$ cat config.mk
export PLATFORM = sky130hd
export DESIGN_NAME = keypad_scanner
export DESIGN_NICKNAME = d
export VERILOG_FILES = /design/src/rtl/keypad_scanner.sv
export SDC_FILE = /design/constraint.sdc
export NUM_CORES = 1
export LEC_CHECK = 0
export ABC_AREA = 1
export CAP_MARGIN = 20
export CORE_ASPECT_RATIO = 1.1
export CORE_UTILIZATION = 50
export CTS_CLUSTER_DIAMETER = 200
export CTS_CLUSTER_SIZE = 40
export DETAILED_ROUTE_END_ITERATION = 10
export DONT_BUFFER_PORTS = 1
export PLACE_DENSITY = 0.7
export SYNTH_ARGS = -nofsm -noshare
export SYNTH_HDL_FRONTEND = slang
export SYNTH_SLANG_ARGS = --single-unit
$ cat constraint.sdc
create_clock -name clk -period 5.1 [get_ports clk]
set_input_delay 1.53 -clock clk [delete_from_list [all_inputs] [get_ports clk]]
set_output_delay 1.53 -clock clk [all_outputs]
set_load 0.05 [all_outputs]
$ cat src/rtl/keypad_scanner.sv
// Matrix keypad scanner: drives one active-low row per slot, samples the
// active-low columns, debounces whole frames and decodes a single key press
// into a binary code with held/release/multi-key status and optional repeat.
// Handshake: key_valid and key_release are single-cycle strobes with no
// ready; a consumer must sample them on the cycle they are high.
// ROWS must be at least 2 (row_out rotates a single low bit).
module keypad_scanner #(
  parameter int ROWS           = 4,
  parameter int COLS           = 4,
  parameter int CODE_W         = 4,
  parameter int SCAN_DIV       = 50000,
  parameter int DEBOUNCE_SCANS = 3,
  parameter int REPEAT_DELAY   = 0,
  parameter int REPEAT_RATE    = 10
) (
  input  logic              clk,
  input  logic              rst,
  input  logic [COLS-1:0]   col_in,
  output logic [ROWS-1:0]   row_out,
  output logic [CODE_W-1:0] key_code,
  output logic              key_valid,
  output logic              key_held,
  output logic              key_release,
  output logic              multi_err,
  output logic              state_dbg
);

  localparam int FRAME_W = ROWS * COLS;
  localparam int SLOT_W  = (SCAN_DIV > 1) ? $clog2(SCAN_DIV) : 1;
  localparam int ROW_W   = (ROWS > 1) ? $clog2(ROWS) : 1;
  localparam int MATCH_W = $clog2(DEBOUNCE_SCANS + 1);
  localparam int RD_W    = (REPEAT_DELAY > 0) ? $clog2(REPEAT_DELAY + 1) : 1;
  localparam int RR_W    = $clog2(REPEAT_RATE + 1);

  localparam logic [SLOT_W-1:0]  SLOT_LAST = SLOT_W'(SCAN_DIV - 1);
  localparam logic [ROW_W-1:0]   ROW_LAST  = ROW_W'(ROWS - 1);
  localparam logic [ROWS-1:0]    ROW_INIT  = ~ROWS'(1);
  localparam logic [MATCH_W-1:0] MATCH_MAX = MATCH_W'(DEBOUNCE_SCANS);
  localparam logic [RD_W-1:0]    RD_MAX    = RD_W'(REPEAT_DELAY);
  localparam logic [RR_W-1:0]    RR_MAX    = RR_W'(REPEAT_RATE);

  typedef enum logic {IDLE = 1'b0, HELD = 1'b1} state_t;

  state_t               state;
  logic [SLOT_W-1:0]    slot_cnt;
  logic [ROW_W-1:0]     row_idx;
  logic [FRAME_W-1:0]   work_frame;
  logic [FRAME_W-1:0]   frame_next;
  logic [FRAME_W-1:0]   prev_frame;
  logic [FRAME_W-1:0]   stable_frame;
  logic [MATCH_W-1:0]   match_cnt;
  logic [MATCH_W-1:0]   match_next;
  logic                 eval_tick;
  logic                 frame_done;
  logic [1:0]           bit_cnt;
  logic [CODE_W-1:0]    single_idx;
  logic                 is_none;
  logic                 is_single;
  logic                 is_multi;
  logic [RD_W-1:0]      rep_cnt;
  logic [RR_W-1:0]      rate_cnt;

  assign state_dbg  = state;
  assign frame_done = (slot_cnt == SLOT_LAST) && (row_idx == ROW_LAST);

  // Working frame with the row being sampled this cycle merged in.
  always_comb begin
    frame_next = work_frame;
    frame_next[int'(row_idx) * COLS +: COLS] = ~col_in;
  end

  // Slot timer, row pointer and rotating active-low row drive.
  always_ff @(posedge clk or posedge rst) begin
    if (rst) begin
      slot_cnt   <= '0;
      row_idx    <= '0;
      row_out    <= ROW_INIT;
      work_frame <= '0;
    end else if (slot_cnt == SLOT_LAST) begin
      slot_cnt   <= '0;
      work_frame <= frame_next;
      if (row_idx == ROW_LAST) begin
        row_idx <= '0;
        row_out <= ROW_INIT;
      end else begin
        row_idx <= row_idx + 1'b1;
        row_out <= {row_out[ROWS-2:0], 1'b1};
      end
    end else begin
      slot_cnt <= slot_cnt + 1'b1;
    end
  end

  // Saturating count of consecutive identical frames.
  always_comb begin
    match_next = MATCH_W'(1);
    if (frame_next == prev_frame) begin
      match_next = (match_cnt == MATCH_MAX) ? MATCH_MAX : match_cnt + 1'b1;
    end
  end

  // Frame debounce: a frame seen DEBOUNCE_SCANS times in a row becomes stable.
  always_ff @(posedge clk or posedge rst) begin
    if (rst) begin
      prev_frame   <= '0;
      stable_frame <= '0;
      match_cnt    <= '0;
      eval_tick    <= 1'b0;
    end else begin
      eval_tick <= 1'b0;
      if (frame_done) begin
        prev_frame <= frame_next;
        match_cnt  <= match_next;
        if (match_next == MATCH_MAX) begin
          stable_frame <= frame_next;
          eval_tick    <= 1'b1;
        end
      end
    end
  end

  // Classify the stable frame: key count (saturating at 2) and key index.
  always_comb begin
    bit_cnt    = 2'd0;
    single_idx = '0;
    for (int i = 0; i < FRAME_W; i++) begin
      if (stable_frame[i]) begin
        if (bit_cnt != 2'd2) bit_cnt = bit_cnt + 2'd1;
        single_idx = CODE_W'(i);
      end
    end
  end

  assign is_none   = (bit_cnt == 2'd0);
  assign is_single = (bit_cnt == 2'd1);
  assign is_multi  = (bit_cnt == 2'd2);

  // Press/hold/release FSM; advances only on evaluate ticks, strobes last one cycle.
  always_ff @(posedge clk or posedge rst) begin
    if (rst) begin
      state       <= IDLE;
      key_code    <= '0;
      key_valid   <= 1'b0;
      key_held    <= 1'b0;
      key_release <= 1'b0;
      multi_err   <= 1'b0;
      rep_cnt     <= '0;
      rate_cnt    <= '0;
    end else begin
      key_valid   <= 1'b0;
      key_release <= 1'b0;
      if (eval_tick) begin
        multi_err <= is_multi;
        case (state)
          IDLE: begin
            if (is_single) begin
              key_code  <= single_idx;
              key_valid <= 1'b1;
              key_held  <= 1'b1;
              rep_cnt   <= '0;
              rate_cnt  <= '0;
              state     <= HELD;
            end
          end
          HELD: begin
            if (is_none || (is_single && (single_idx != key_code))) begin
              key_release <= 1'b1;
              key_held    <= 1'b0;
              state       <= IDLE;
            end else if (is_single && (REPEAT_DELAY > 0)) begin
              // Count up to the initial delay, then fire every REPEAT_RATE ticks.
              if (rep_cnt != RD_MAX) begin
                rep_cnt <= rep_cnt + 1'b1;
                if (rep_cnt + 1'b1 == RD_MAX) begin
                  key_valid <= 1'b1;
                  rate_cnt  <= '0;
                end
              end else if (rate_cnt + 1'b1 == RR_MAX) begin
                key_valid <= 1'b1;
                rate_cnt  <= '0;
              end else begin
                rate_cnt <= rate_cnt + 1'b1;
              end
            end
          end
          default: state <= IDLE;
        endcase
      end
    end
  end

endmodule

==> results of run 1 <==
worst paths after layout:
path / start / end / depth (start not counted)
max: stable_frame[0] / key_held / 44
min: slot_cnt[0] / slot_cnt[0] / 1
max reg2reg: stable_frame[0] / key_held / 44
min reg2reg: slot_cnt[0] / slot_cnt[0] / 1
max in group asynchronous: rst / row_out[3] / 2
min in group asynchronous: rst / match_cnt[0] / 1
synth_stat cells, types with 8 or more instances:
cell type,count
nand4_1,14
nand3_1,60
dfrtp_1,79
ha_1,12
o21ai_0,62
o22ai_1,11
nand2_1,210
nand2_4,8
nor2_1,56
nand2_2,46
inv_1,97
inv_2,9
a21oi_1,11
clkbuf_1,9
nand3_2,19
power by group through the flow:
| stage | clock network (mW) | registers, mW | logic, mW |
|---|---|---|---|
| 2_1_floorplan | 0 | 0.663 | 0.0135 |
| 3_3_place_gp | 0 | 0.663 | 0.0191 |
| 4_1_cts | 0.608 | 0.651 | 0.0195 |
| 6_report | 0.599 | 0.651 | 0.0183 |
| 5_1_grt | 0.631 | 0.650 | 0.0221 |
| 3_5_place_dp | 0 | 0.663 | 0.0196 |
routing by layer:
metal / vias up / GRT usage, % / part of all wire [%]
met2: 118 / 37.0 / 50
met1: 2334 / 28.9 / 44
met3: 24 / 2.96 / 4.4
li1: 2519 / - / -
met5: - / 0 / 0
met4: 0 / 7.89 / 1.8
area by class of cell:
cell class                      count  area, um2
Fill cell                        1017       4580
Multi-Input combinational cell    572       3280
Sequential cell                    82       2060
Inverter                          110        419
Clock buffer                       12        246
Tap cell                          147        184
Timing Repair Buffer               15        113
Clock inverter                      4       26.3
flip-flops by register name (all words and copies together), names as in the netlist, 2 cells and up:
signal / count
key_code: 4
match_cnt: 2
prev_frame: 16
row_idx: 2
row_out: 4
slot_cnt: 16
stable_frame: 16
work_frame: 16
timing repair:
action,CTS,global route
buffers inserted,0,12
endpoints found under the setup margin,0,8
resized for setup,0,68
worst reg2reg max path, delay by kind of cell (launching register included):
family / cells / cell delay, ns
and+or+nand+nor: 36 / 3.13
adders and majority gates: 2 / 0.51
DFF: 1 / 0.39
buffers and inverters: 4 / 0.33
AOI/OAI and AO/OA: 1 / 0.20
xor gates and xnor gates: 1 / 0.16
cells by family (layout without fill, tap and decap cells):
family | after synthesis | count (layout) | share of synthesized area, %
and+or+nand+nor | 442 | 442 | 38.8
buffers and inverters | 131 | 141 | 9.39
AOI/OAI and AO/OA | 104 | 104 | 10.3
DFF | 82 | 82 | 36.6
xor gates and xnor gates | 13 | 13 | 2.03
adders and majority gates | 12 | 12 | 2.67
muxes | 1 | 1 | 0.178
stage by stage:
stage | worst slack (ns) | TNS (ns)
after floorplan | 0.895 | 0
after global placement | 0.413 | 0
after detailed placement | 0.281 | 0
after CTS | 0.242 | 0
after global routing | -0.108 | -0.471
final | 0.275 | 0
cells in the final DEF, fill, tap and decap left out, types with 7 or more instances in the layout:
cell       instances
a21oi_1           11
nor2_2            13
nor2_4             7
nor2_1            48
nand2_1          181
ha_1               8
buf_4             15
o21ai_0           62
inv_2             13
nand3_2           26
nor3_1             7
o22ai_1           11
nand4_1           14
dfrtp_1           78
clkbuf_16          9
nand3_1           52
nand2_4           13
inv_1             93
xor2_1             7
nand2_2           70
==> qor.yml, run 1 <==
outcome:
  status: "finished clean"
cells_and_area:
  syn_to_final_growth_pct: 12.6
  fin_util_pct: 58.0
  design_area_um2: 6330
  layoutNonFillerInstCount: 942
  nets: 808
  diodes: 0
  drive_above_1_share_pct: 24.0
placed_design:
  place.port_buffers: 0
  dp.cells: 914
  place_congestion: 0.856
  dpl.hpwl_um: 9010
  place_area_um2: 5720
routing:
  drt_pre_antenna_iters: 6
  routed_wl_um: 12700
  drtAntennaViolNets: 0
  drc_errors: 0
  dr.first_iter.drc_count: 352
  drt-vias-per-instance: 5.30
  wl_per_cell_um: 13.4
  vias: 4995
yosys:
  synthTopCellsByArea: "dfrtp_1 35%, nand2_1 14%, inv_1 6.5%, o21ai_0 5.5%, nand3_1 5.3%"
  ys.flop_type: "dfrtp_1"
  synth_nets: 803
  synthArstFlopShare_pct: 100
  syn_area_um2: 5620
  synth-edff-count: 0
  yosysUniqueCellTypes: 44
  synth.avg_cell_area_um2: 7.16
  yosysTopAreaCell: "dfrtp_1"
  synth_top_area_share_pct: 35.2
  yosys_warnings: 0
  ys_ff_latch: 82
  syn_inst: 785
  yosysSeqAreaShare_pct: 36.6
setup_path:
  crit_arrival_ns: 5.05
  crit_type: "reg2reg"
  reg2reg_setup_slack_ns: 0.28
  path_max_fanout: 4
  crit_top_cell: "nand2_2"
  cp_num_buf_inv: 4
  slowest_stage: "dfrtp_1"
  crit_required_ns: 5.32
  slowest_delay_ns: 0.39
  crit_family: "simple AND/OR/NAND/NOR gates"
  start_kind: "flop"
  cp-end-kind: "flop"
power_and_ir_drop:
  ir_worst_vdd_mv: 0.192
  pwr-share-clk_pct: 47.2
  finalPower_mw: 1.27
  p_leak_nw: 3.12
  p_int_uw: 997
  pwr-share-seq_pct: 51.3
  swShare_pct: 21.4
  power.density_nw_per_um2: 200
  combPwrFrac_pct: 1.4
  p_sw_uw: 272
timing:
  finalCriticalPeriod_ns: 4.82
  whs_ns: 0.460
  fin_worst_skew_ns: 0.00460
  maxSlewHeadroom_pct: 43.5
  max_freq_ghz: 0.207
  tightestPinTransition_ns: 0.847
  finalCritPeriodShare_pct: 94.6
  setup_viol_count_final: 0
  finalHoldViolations: 0
  drv_slew: 0
global_routing:
  grt_pass1_vias: 4697
  antenna_found_initial: 0
  grt-ovfl-total: 0
  grt_pass1_wl_um: 20500
  grt_usage_pct: 22.0
  grt_max_degree: 50
floorplan:
  row_count: 40
  ios: 19
  start_util_pct: 51.5
  core_region_area_um2: 10900
  die_y_um: 113
  die_w_um: 103
  dieArea_um2: 11700
clock_network:
  cts_sinks: 82
  clk_latency_ns: 0.34
  cts_buffers: 9
  cts_hold_buf: 0
  clk_pin_slew_worst_paths_ns: 0.06
  cts-root-buf: "clkbuf_16"
  cts_tree: "done"
  clockBufferDepth: 2
  cts.htree.levels: 3
flow_run:
  cap_violations: 0
hold_path:
  hold_path_class: "reg2reg"
Power figures use the tool's default switching activity.
==> inputs of run 2 (changes only) <==
==> constraint.sdc (replaced) <==
create_clock -name clk -period 5.1 [get_ports clk]
set_input_delay 0.51 -clock clk [delete_from_list [all_inputs] [get_ports clk]]
set_output_delay 0.51 -clock clk [all_outputs]
set_load 0.05 [all_outputs]
==> qor.yml, run 2 (same netlist as run 1, synthesis figures left out) <==
setup_path:
  crit_required_ns: 5.33  # about the same
  path_max_fanout: 5  # +1
  crit_start: "stable_frame[1]"
  crit_arrival_ns: 5.11  # +0.06 ns
  slowest_stage: "dfrtp_1"
  crit_type: "reg2reg"
  crit_top_cell: "nand2_2"
  start_kind: "flop"
  slowest_delay_ns: 0.40  # about the same
  crit-reg2reg-launch: "stable_frame[1]"
  cp-end-kind: "flop"
  r2r_cells: 48  # +9.1%
placed_design:
  place_area_um2: 5720  # unchanged
  place_congestion: 0.892  # +4.2%
  place.port_buffers: 0  # unchanged
  dpl.hpwl_um: 8830  # -2.0%
timing:
  rsz0062_at_grt: "yes"
  setup_viol_count_final: 0  # unchanged
  finalHoldViolations: 0  # unchanged
  fin_worst_skew_ns: 0.0103  # +0.00567 ns
  finalCritPeriodShare_pct: 95.7  # +1.1 points
  maxSlewHeadroom_pct: 50.9  # +7.5 points
  max_freq_ghz: 0.205  # -1.2%
  tightestPinTransition_ns: 0.729  # -0.118 ns
  finalCriticalPeriod_ns: 4.88  # +0.0577 ns
  drv_slew: 0  # unchanged
  fin_tns_setup_ns: 0  # unchanged
clock_network:
  clk_pin_slew_worst_paths_ns: 0.06  # about the same
  cts-root-buf: "clkbuf_16"
  cts_hold_buf: 0  # unchanged
  cts_sinks: 82  # unchanged
  clk_latency_ns: 0.34  # about the same
  cts.htree.levels: 3  # unchanged
  cts_buffers: 9  # unchanged
  cts_tree: "done"
  clockBufferDepth: 2  # unchanged
floorplan:
  core_region_area_um2: 10900  # unchanged
  dieArea_um2: 11700  # unchanged
  start_util_pct: 51.5  # unchanged
  die_w_um: 103  # unchanged
  ios: 19  # unchanged
  die_y_um: 113  # unchanged
  row_count: 40  # unchanged
global_routing:
  antenna_found_initial: 0  # unchanged
  grt_usage_pct: 22.6  # +0.53 points
  grt_pass1_wl_um: 20800  # +1.1%
  grt_pass1_vias: 4650  # -1.0%
  grt-ovfl-total: 0  # unchanged
  grt_max_degree: 83  # +66%
cells_and_area:
  fin_util_pct: 58.8  # +0.78 points
  syn_to_final_growth_pct: 14.1
  diodes: 0  # unchanged
  drive_above_1_share_pct: 23.9  # -0.090 points
  final_common_cell: "nand2_1"
  layout_common_cells: "184 x nand2_1, 91 x inv_1, 78 x dfrtp_1"
  design_area_um2: 6410  # +1.3%
  nets: 811  # +0.37%
routing:
  wl_per_cell_um: 13.3  # -0.88%
  drt-vias-per-instance: 5.24  # -1.2%
  drc_errors: 0  # unchanged
  routed_wl_um: 12600  # -0.57%
  vias: 4953  # -0.84%
  drtAntennaViolNets: 0  # unchanged
  drt_pre_antenna_iters: 5  # -1
  dr.first_iter.drc_count: 292  # -17%
power_and_ir_drop:
  ir_worst_vdd_mv: 0.227  # +18%
  power.density_nw_per_um2: 211  # +5.2%
  p_leak_nw: 3.18  # +1.9%
outcome:
  status: "finished clean"
hold_path:
  hold_path_class: "in2async"
flow_run:
  cap_violations: 0  # unchanged
## run 2: cell types whose count changed in the layout (fill, tap and decap cells not counted), moves of 3 or more
cell     before  now
nand2_1     181  184
nor2_2       13    7
nand2_2      70   66
nor2_1       48   53
nand3_1      52   49
## run 2: report_power, final
part / leakage, nW / internal, mW / switching [mW]
sequential: 0.864 / 0.651 / 0
combinational: 2.16 / 0.00475 / 0.0162
clock: 0.152 / 0.420 / 0.260
## run 2: what timing repair did
action / 4_1_cts / 5_1_grt
resized for setup: 0 / 62
setup buffers: 0 / 13
setup endpoints to repair: 0 / 9
## run 2: through the flow
| step | hold slack (ns) | setup WS [ns] | cells | total power [mW] |
|---|---|---|---|---|
| floorplan | 0.433 | 0.895 | 785 | 0.676 |
| CTS | 0.416 | 0.269 | 930 | 1.36 |
| detailed placement | 0.465 | 0.298 | 914 | 0.682 |
| global route | 0.0241 | -0.178 | 945 | 1.40 |
| finish | 0.0192 | 0.218 | 945 | 1.35 |
| global placement | 0.444 | 0.413 | 914 | 0.682 |
## run 2: final timing paths
path / to / slack (ns)
min in group clk: work_frame[1] / 0.47
setup / recovery: key_held / 0.22
hold / removal: key_code[2] / 0.02
max in group asynchronous: row_out[3] / 4.47
hold reg to reg: slot_cnt[0] / 0.47
setup reg to reg: key_held / 0.22
## run 2: final cells by class
type / instances / area (um2)
Tap cell: 147 / 184
Multi-Input combinational cell: 572 / 3260
Clock buffer: 13 / 270
Sequential cell: 82 / 2060
Inverter: 110 / 419
Fill cell: 988 / 4500
Timing Repair Buffer: 18 / 175
Clock inverter: 3 / 46.3
## run 2: per-layer routing
layer  wire (um)  global-route usage (%)  share of wire [%]  vias to the layer above
li1            -                       -                  -                     2519
met3         445                    4.82                3.5                       18
met2        6310                    36.7                 50                       84
met5           0                       0                  0                        -
met4         208                    7.42                1.7                        0
met1        5620                    29.7                 45                     2332
## run 2: critical path: cells and delay by family, from the launching register on
family,cells,cell delay (ns)
buf+inv,10,0.76
simple gates,36,3.13
flops,1,0.40
fa+ha+maj,2,0.45
==> inputs of run 3 (changes only) <==
Settings changed: ABC_AREA 1 to default, CORE_UTILIZATION 50 to 55, PLACE_DENSITY 0.7 to 0.75.
==> qor.yml, run 3 <==
timing:
  fin_worst_skew_ns: 0.00841  # -0.00187 ns
  finalHoldViolations: 0  # unchanged
  rsz0062_at_grt: "yes"
  finalCritPeriodShare_pct: 120  # +25 points
  fin_tns_setup_ns: -7.65  # -7.65 ns
  finalCriticalPeriod_ns: 6.14  # +1.25 ns
  tightestPinTransition_ns: 0.945  # +0.216 ns
  setup_viol_count_final: 9  # +9
  max_freq_ghz: 0.163  # -20%
  maxSlewHeadroom_pct: 36.9  # -14 points
  setup_slack_ns: -1.04  # -1.25 ns
  drv_slew: 0  # unchanged
yosys:
  synth_top_family_by_area: "compound AO/OA/AOI/OAI gates"
  synth_adder_area_share_pct: 2.59  # -0.080 points
  synth-edff-count: 0  # unchanged
  synth-simple-area-share_pct: 21.7  # -17 points
  synth_most_common_cell: "nand2_1"
  synth.avg_cell_area_um2: 8.61  # +20%
  syn_inst: 673  # -14%
  synth_common_cells: "81 x nand2_1, 79 x dfrtp_1, 60 x nor2_1, 52 x o21ai_0, 35 x a21oi_1"
  synth_top_area_share_pct: 34.1  # -1.1 points
  synth_xor_xnor_area_share_pct: 7.06  # +5.0 points
  yosys_warnings: 0  # unchanged
  synthTopCellsByArea: "dfrtp_1 34%, nand2_1 5.2%, xnor2_1 4.7%, o21ai_0 4.5%, nor2_1 3.9%"
  synth_nets: 691  # -14%
  yosysTopAreaCell: "dfrtp_1"
  synthArstFlopShare_pct: 100  # unchanged
  synthMuxAreaShare_pct: 2.92  # +2.7 points
  ys.flop_type: "dfrtp_1"
  yosysSeqAreaShare_pct: 35.5  # -1.1 points
  synth_compound_area_share_pct: 26.0  # +16 points
  ys_ff_latch: 82  # unchanged
  yosysUniqueCellTypes: 83  # +89%
  syn_area_um2: 5790  # +3.1%
global_routing:
  grt_pass1_vias: 5445  # +17%
  grt_pass1_wl_um: 25600  # +24%
  antenna_found_initial: 0  # unchanged
  grt_max_degree: 83  # unchanged
  grt-ovfl-total: 0  # unchanged
  grt_usage_pct: 29.5  # +7.0 points
floorplan:
  core_region_area_um2: 10000  # -8.1%
  start_util_pct: 57.8  # +6.2 points
  die_y_um: 110  # -3.1%
  die_w_um: 99.9  # -3.1%
  row_count: 38  # -5.0%
  ios: 19  # unchanged
  dieArea_um2: 11000  # -6.2%
flow_run:
  cap_violations: 0  # unchanged
clock_network:
  clockBufferDepth: 2  # unchanged
  cts-root-buf: "clkbuf_8"
  cts_tree: "done"
  clk_pin_slew_worst_paths_ns: 0.08  # +0.02 ns
  cts_sinks: 82  # unchanged
  cts_buffers: 9  # unchanged
  cts.htree.levels: 3  # unchanged
  clk_latency_ns: 0.36  # +0.02 ns
setup_path:
  cp-end-kind: "flop"
  crit_required_ns: 5.34  # about the same
  crit_top_cell: "buf_4"
  path_depth: 26  # -46%
  regToRegEndpoint: "key_code[1]"
  crit_type: "reg2reg"
  crit-reg2reg-launch: "stable_frame[0]"
  reg2reg_setup_slack_ns: -1.04  # -1.25 ns
  start_kind: "flop"
  slowest_delay_ns: 0.54  # +0.14 ns
  r2r_cells: 26  # -46%
  crit_family: "compound AO/OA/AOI/OAI gates"
  cp_num_buf_inv: 7  # -3
  path_max_fanout: 7  # +2
  slowest_stage: "or4b_4"
  crit_arrival_ns: 6.38  # +1.27 ns
outcome:
  failed_checks: "setup timing"
  status: "finished with violations"
power_and_ir_drop:
  p_sw_uw: 232  # -16%
  power.density_nw_per_um2: 146  # -31%
  pwr-share-clk_pct: 37.8  # -13 points
  swShare_pct: 21.5  # +1.1 points
  p_leak_nw: 3.08  # -2.9%
  ir_worst_vdd_mv: 0.209  # -7.9%
  combPwrFrac_pct: 2.0  # +0.5 points
  p_int_uw: 847  # -21%
  pwr-share-seq_pct: 60.2  # +12 points
routing:
  routed_wl_um: 15700  # +24%
  drc_errors: 0  # unchanged
  drtAntennaViolNets: 0  # unchanged
  dr.first_iter.drc_count: 341  # +17%
  drt-vias-per-instance: 6.11  # +17%
  wl_per_cell_um: 17.5  # +31%
  vias: 5478  # +11%
  drt_pre_antenna_iters: 5  # unchanged
cells_and_area:
  final_common_cell: "buf_4"
  syn_to_final_growth_pct: 27.2
  drive_above_1_share_pct: 29.4  # +5.4 points
  fin_util_pct: 73.5  # +15 points
  diodes: 0  # unchanged
  nets: 769  # -5.2%
  layout_common_cells: "92 x buf_4, 80 x nand2_1, 79 x dfrtp_1"
placed_design:
  place_congestion: 0.945  # +6.0%
  dpl.hpwl_um: 11100  # +26%
  place.port_buffers: 0  # unchanged
hold_path:
  hold_path_class: "in2async"
[run 3: worst max-delay path by stage]
stage,startpoint,endpoint
4_1_cts,stable_frame[0],key_code[1]
5_1_grt,stable_frame[0],key_code[1]
2_1_floorplan,stable_frame[0],key_code[2]
6_report,stable_frame[0],key_code[1]
3_3_place_gp,stable_frame[0],key_code[2]
3_5_place_dp,stable_frame[0],key_code[1]
[run 3: logic make-up after synthesis]
logic type / after synthesis
AOI/OAI and AO/OA: 210
xor gates and xnor gates: 45
adders and majority gates: 12
buffers and inverters: 58
DFF: 82
muxes: 14
and+or+nand+nor: 252
[run 3: layer usage]
metal	global-route usage [%]	share of wire, %	up-vias	wire length [um]
li1	-	-	2604	-
met1	36.8	42	2657	6560
met2	51.8	51	167	7920
met3	3.31	4.1	50	641
met4	13.3	3.5	0	547
met5	0	0	-	0
[run 3: what timing repair did]
action | 4_1_cts | 5_1_grt
cloned | 0 | 0
endpoints found under the setup margin | 9 | 9
pin swaps | 12 | 19
resized for setup | 42 | 40
buffers inserted | 11 | 8
hold buffers | 0 | 0
[run 3: layout make-up]
cell class / count / area, um2
Multi-Input combinational cell: 533 / 4070
Fill cell: 718 / 2660
Sequential cell: 82 / 2060
Timing Repair Buffer: 101 / 817
Tap cell: 140 / 175
Clock buffer: 16 / 160
Inverter: 24 / 91.3
[run 3: through the flow]
stage / total power, mW / area [um2] / setup slack, ns / instances / hold slack [ns]
4_1_cts: 1.08 / 7070 / -0.937 / 887 / 0.384
3_3_place_gp: 0.681 / 6610 / -0.942 / 861 / 0.457
3_5_place_dp: 0.682 / 6610 / -1.11 / 861 / 0.466
2_1_floorplan: 0.677 / 5960 / -0.571 / 673 / 0.442
6_report: 1.08 / 7370 / -1.04 / 896 / 0.0187
5_1_grt: 1.11 / 7370 / -1.23 / 896 / 0.0255
[run 3: power groups by stage]
stage                     Clock (mW)  Sequential (mW)  Combinational, mW
after floorplan                    0            0.663             0.0142
after global placement             0            0.663             0.0190
after detailed placement           0            0.663             0.0197
after CTS                      0.415            0.650             0.0197
after global routing           0.438            0.650             0.0254
final                          0.408            0.650             0.0216
